===== config.mk =====
export PLATFORM = sky130hd
export DESIGN_NAME = truth_table_sweeper
export DESIGN_NICKNAME = d
export VERILOG_FILES = /design/src/rtl/truth_table_sweeper.sv
export SDC_FILE = /design/constraint.sdc
export NUM_CORES = 1
export LEC_CHECK = 0
export ABC_AREA = 1
export CAP_MARGIN = 20
export CELL_PAD_IN_SITES_DETAIL_PLACEMENT = 0
export CELL_PAD_IN_SITES_GLOBAL_PLACEMENT = 1
export CORE_MARGIN = 2
export CORE_UTILIZATION = 37
export CTS_CLUSTER_DIAMETER = 150
export DETAILED_ROUTE_END_ITERATION = 8
export PLACE_DENSITY_LB_ADDON = 0.1
export SLEW_MARGIN = 30
export SYNTH_ARGS = -nofsm -noshare
export SYNTH_HDL_FRONTEND = slang
export SYNTH_SLANG_ARGS = --single-unit

===== constraint.sdc =====
create_clock -name clk -period 2.4 [get_ports clk]
set_input_delay 0.36 -clock clk [delete_from_list [all_inputs] [get_ports clk]]
set_output_delay 0.36 -clock clk [all_outputs]
set_load 0.02 [all_outputs]

===== src/rtl/truth_table_sweeper.sv =====
// rtl/truth_table_sweeper.sv - exhaustive truth-table sweep and compare engine
// Drives every input vector in ascending order, samples dut_f after SETTLE cycles, scores against a latched table.
module truth_table_sweeper #(
  parameter int N_IN   = 4,
  parameter int SETTLE = 1
) (
  input  logic                   clk,
  input  logic                   rst,
  input  logic                   start,
  input  logic [(1<<N_IN)-1:0]   expected,
  output logic [N_IN-1:0]        stim,
  input  logic                   dut_f,
  output logic                   busy,
  output logic                   done,
  output logic                   pass,
  output logic [(1<<N_IN)-1:0]   captured,
  output logic [N_IN:0]          err_count,
  output logic [N_IN-1:0]        first_err,
  output logic                   first_err_valid
);

  localparam int DEPTH = 1 << N_IN;
  localparam int CW    = (SETTLE > 1) ? $clog2(SETTLE) : 1;
  localparam int EW    = N_IN + 1;
  localparam logic [CW-1:0]   CNT_LAST  = CW'(SETTLE - 1);
  localparam logic [CW-1:0]   CNT_ONE   = CW'(1);
  localparam logic [N_IN-1:0] STIM_LAST = {N_IN{1'b1}};
  localparam logic [N_IN-1:0] STIM_ONE  = N_IN'(1);

  typedef enum logic [1:0] {
    IDLE   = 2'd0,
    APPLY  = 2'd1,
    FINISH = 2'd2
  } state_t;

  state_t           state;
  state_t           state_nx;
  logic [CW-1:0]    cnt;
  logic [DEPTH-1:0] exp_q;
  logic             sample;
  logic             mismatch;
  logic             last_vec;
  logic [N_IN:0]    err_nx;

  assign sample   = (state == APPLY) && (cnt == CNT_LAST);
  assign mismatch = dut_f != exp_q[stim];
  assign last_vec = stim == STIM_LAST;
  assign err_nx   = err_count + EW'(mismatch);

  always_ff @(posedge clk or posedge rst) begin
    if (rst) state <= IDLE;
    else     state <= state_nx;
  end

  always_comb begin
    state_nx = state;
    busy     = 1'b0;
    done     = 1'b0;
    case (state)
      IDLE: begin
        if (start) state_nx = APPLY;
      end
      APPLY: begin
        busy = 1'b1;
        if (sample && last_vec) state_nx = FINISH;
      end
      FINISH: begin
        done     = 1'b1;
        state_nx = IDLE;
      end
      default: state_nx = IDLE;
    endcase
  end

  // Results are only cleared on an accepted start so they survive the IDLE gap.
  always_ff @(posedge clk or posedge rst) begin
    if (rst) begin
      exp_q           <= '0;
      stim            <= '0;
      cnt             <= '0;
      captured        <= '0;
      err_count       <= '0;
      first_err       <= '0;
      first_err_valid <= 1'b0;
      pass            <= 1'b0;
    end else begin
      case (state)
        IDLE: begin
          if (start) begin
            exp_q           <= expected;
            stim            <= '0;
            cnt             <= '0;
            captured        <= '0;
            err_count       <= '0;
            first_err       <= '0;
            first_err_valid <= 1'b0;
            pass            <= 1'b0;
          end
        end
        APPLY: begin
          if (sample) begin
            cnt             <= '0;
            captured[stim]  <= dut_f;
            err_count       <= err_nx;
            if (mismatch && !first_err_valid) begin
              first_err       <= stim;
              first_err_valid <= 1'b1;
            end
            // pass must include the final vector's result, hence err_nx
            if (last_vec) pass <= (err_nx == '0);
            else          stim <= stim + STIM_ONE;
          end else begin
            cnt <= cnt + CNT_ONE;
          end
        end
        default: ;
      endcase
    end
  end

endmodule


After elaboration in Yosys (flattened, before gate mapping)

Index checks and enable logic that the tools add are counted.
Widths: inputs -> output; s select.

Input bits: 20
Memory bits (writable): 0
Bits in read-only memories: 0
Bits in registers: 50
Memories kept: 0
Output and inout port bits: 33
Word-level logic and storage cells: 72
Latch bits: 0

Shifts and indexed selects: 0
Reductions and logical operators: 15
$lt $le $gt $ge: 2
Equality and inequality tests: 10
Divide/modulo/power cells: 0
Multiplexer cells: 32
Bitwise gates (word level): 1
$mul: 0
Add/sub/neg operators: 3

Operators with widths:

| operator            | number |
|---|---|
| $mux 16             | 2 |
| $pmux 16 s2         | 1 |
| $mux 4              | 5 |
| $bwmux 16           | 1 |
| $pmux 4 s2          | 2 |
| $reduce_and 4->1    | 3 |
| $mux 1              | 10 |
| $mux 5              | 2 |
| $pmux 5 s2          | 1 |
| $ne 2x2->1 const B  | 4 |
| $pmux 1 s2          | 3 |
| $reduce_and 2->1    | 3 |
| $add 5x1->5         | 1 |
| $logic_not 5->1     | 1 |
| $lt 4x5->1 const B  | 1 |
| $add 4x1->4 const B | 1 |
| $bmux 1 s4          | 1 |
| $demux 1 s4         | 1 |
| $eq 4x4->1 const B  | 1 |
| $ge 4x1->1 const B  | 1 |
| $logic_and 1x1->1   | 4 |
| $mux 2              | 2 |
| $ne 2x1->1 const B  | 2 |
| $pmux 2 s2          | 1 |
| 9 further kinds     | 9 |

Logic depth before layout (Yosys ltp)

Depth after elaboration: 8
Mapped depth: 17
Depth with buffers taken out: 16

Least setup slack after synthesis

Ideal clock, no wire load.

Path kind: reg-to-reg
From: reg stim[0]
To: reg pass
Arrival: 2.166 ns
Library setup time: 0.110 ns
Setup slack: 0.124 ns
Period minus slack after synthesis: 2.276 ns
Data required time: 2.290 ns
Cell stages (with the launch flop): 16
Path buffers: 1
Cells stage by stage: dfrtp_1 -> buf_4 -> nand2_1 -> nand3_1 -> nand2_1 -> nand2_1 -> nand2_2 -> nor2_2 -> nand2_2 -> nand2_1 -> inv_1 -> ha_1 -> ha_1 -> xnor2_1 -> nand4_1 -> o41ai_1

Cells in the longest elaborated chain, start to end: 8
Elaborated cells on any way between the ends: 11
Classes of those cells: add/sub (1); eq/ne (3); mux (5); reduce/logical (2)

Ends and longest elaborated chain:

| item                         | line | RTL |
|---|---|---|
| start: declaration           | 11   | `output logic [N_IN-1:0] stim,` |
| start signal: assignment     | 111  | `else stim <= stim + STIM_ONE;` |
| $bmux 1 s4                   | 46   | `assign mismatch = dut_f != exp_q[stim];` |
| $mux 1 (not written as such) | 46   |  |
| $ne 1x1->1                   | 46   |  |
| $add 5x1->5                  | 48   | `assign err_nx = err_count + EW'(mismatch);` |
| $logic_not 5->1              | 110  | `if (last_vec) pass <= (err_nx == '0);` |
| $mux 1                       | 110  |  |
| $mux 1                       | 101  | `if (sample) begin` |
| $pmux 1 s2                   | 87   | `case (state)` |
| end signal: assignment       | 110  |  |
| end: declaration             | 15   | `output logic pass,` |

Parallel ways exist; a longest one is shown, timed or not. The select of a mux whose other input is x is not followed.
A chain may end at the register's enable or synchronous reset.

Worst setup path in the final report

Ends and elaborated chain as after synthesis.

==> qor.yml <==
rsz0062_at_grt: "no"
fp.dieW_um: 85.31
drt_iter0_markers: 92
grt_pass1_wl_um: 9880
n_fill_cell: 652
die_h_um: 85.31
synth_area_mm2: 0.002446
routabilityCongestion: 0.8344
ios: 53
worstSetupStartpoint: "stim[0]"
start_util_pct: 38.30
cts_buffers: 5
status: "finished clean"
dp_hpwl_um: 4261
dp_cells: 432
reg2reg_depth: 15
clk_pin_slew_worst_paths_ns: 0.09
syn2layout_area_growth_pct: 31.92
final.setup.tns_ns: 0
fp.dieArea_mm2: 0.007278
yosysWarnings: 0
ys_ff_latch: 50
dr.pass1.iters: 4
nets: 391
seq_area_mm2: 0.001254
wl_um: 5823
startpoint_type: "flop"
grt_pass1_vias: 2055
grt_antenna_before_repair: 0
slew_headroom_pct: 60.76
rr_startpoint: "stim[0]"
regToRegSetupSlack_ns: 0.16
drv_slew: 0
synth_cells: 303
tightest_slew_ns: 0.5872
period_minus_slack_ns: 2.236
yosysTopAreaCellShare_pct: 51.15
grt_usage_pct: 17.24
hold_slack_ns: 0.4080
clock_skew_ns: 0.006546
yosysSeqAreaShare_pct: 51.15
grt_max_degree: 34
core_mm2: 0.006386
cts_max_level: 2
n_antenna_cell: 0
drc: 0
arrival_ns: 2.44
multiInputGateArea_um2: 964.7
cts_tree: "done"
final-hold-violation-count: 0
cts.sinks: 50
max-vdd-ir-drop_mv: 0.5917
vias_per_cell: 4.706
wl_per_cell_um: 13.17
finish.instance_area_mm2: 0.003227
r2r_end: "pass"
syn_area_per_cell_um2: 8.073
hp-class: "input pin to asynchronous set/reset pin"
finalSetupViolCount: 0
p_leak_nw: 1.517
path_class: "flop to flop"
num_vias: 2080
layoutNonFillerInstCount: 442
drive_gt1_share_pct: 10.14
port_buffers: 52
fmax_ghz: 0.4472
critPathCaptureType: "flop"
placedInstanceArea_mm2: 0.003093
grt_overflow: 0
yosys-top-cells-area: "dfrtp_1, nand2_1, inv_1"
crit_required_ns: 2.60
post-route-period-util_pct: 93.17
yosysTopAreaCell: "dfrtp_1"
p_per_area_mw_per_mm2: 1346
cts_root_buf: "clkbuf_8"
clk_latency_ns: 0.30
synth.distinct_cells: 26
synth_fp_nets: 329
postRouteAntennaNets: 0
cts.path.max_buffers: 2
drv_cap: 0
row_count: 29
worstPathMaxFanout: 6
## synthesized netlist by cell type (all sizes together)
master	count
nor3	2
inv	55
a21oi	16
nand3	18
xor2	2
xnor2	1
ha	6
clkbuf	3
dfrtp	50
o21ai	30
o41ai	1
nand4	1
clkinv	1
o22ai	16
nand2	86
buf	6
nor2	9
## layout make-up
type / count / area share, %
Multi-Input combinational cell: 188 / 29.90
Tap cell: 77 / 2.986
Timing Repair Buffer: 64 / 19.31
Inverter: 56 / 6.592
Clock buffer: 7 / 2.365
Sequential cell: 50 / 38.85
## worst max-delay path by stage
| stage | to | slack (ns) |
|---|---|---|
| 6_report | pass | 0.16 |
| 5_1_grt | pass | 0.03 |
| 4_1_cts | pass | 0.01 |
| 3_5_place_dp | pass | 0.007 |
| 3_3_place_gp | pass | 0.10 |
| 2_1_floorplan | pass | 0.12 |
## power breakdown
group	total (mW)	internal (mW)	switching, mW
clock network	0.459	0.201	0.258
registers	1.42	1.20	0.220
logic	2.46	1.03	1.43
total	4.34	2.44	1.91
## through the flow
step	total power [mW]	setup WS (ns)	utilization, %
6_report	4.344	0.1638	50.53
4_1_cts	4.286	0.01249	49.65
3_3_place_gp	3.782	0.1033	48.43
2_1_floorplan	2.911	0.1236	-
3_5_place_dp	3.801	0.007473	48.43
5_1_grt	4.739	0.02523	50.53
## repair_timing
action,CTS,global route
endpoints found under the setup margin,1,1
pin swaps,0,2
buffers inserted,0,3
hold buffers,0,0
resized for setup,1,9
## state kept, by name, summed over array words and instances, names as in the netlist
name,cells
cnt,1
captured,16
first_err_valid,1
first_err,4
err_count,5
exp_q,16
stim,4
pass,1
state,2
## per-layer routing
metal | global-route usage, % | vias to the layer above | part of all wire (%)
met1 | 24.12 | 958 | 52
met4 | 5.772 | 0 | 1.3
met3 | 3.988 | 4 | 4.1
li1 | - | 1081 | -
met2 | 26.42 | 37 | 43
met5 | 0 | - | 0
## cell usage in the layout (no fill, tap or decap), types with 2 or more instances in the layout
cell type / count
o21ai_0: 27
inv_2: 4
dfrtp_2: 2
o21ai_1: 2
clkbuf_1: 2
xor2_1: 2
o22ai_1: 16
dfrtp_1: 48
ha_1: 4
clkdlybuf4s50_1: 52
nand2_2: 5
a21oi_1: 16
clkbuf_8: 5
inv_1: 50
nor3_1: 2
buf_4: 11
nand2_1: 81
nor2_1: 7
nand3_1: 17
## kinds of logic after synthesis
| group | count (synthesis) | synth area share, % |
|---|---|---|
| flops | 50 | 51.15 |
| simple gates | 116 | 20.05 |
| xor+xnor | 3 | 1.074 |
| buf+inv | 65 | 10.64 |
| fa+ha+maj | 6 | 3.069 |
| compound gates | 63 | 14.02 |
## worst max-delay path, stage by stage (launching register included)
cell     delay (ns)
dfrtp_2        0.44
buf_4          0.15
nand2_1        0.07
nand3_1        0.08
nand2_1        0.05
nand2_1        0.06
nand2_2        0.07
nor2_2         0.12
nand2_2        0.07
nand2_1        0.06
inv_1          0.04
ha_2           0.18
ha_4           0.17
xnor2_2        0.15
nand4_1        0.14
o41ai_2        0.27
Power figures use the tool's default switching activity.
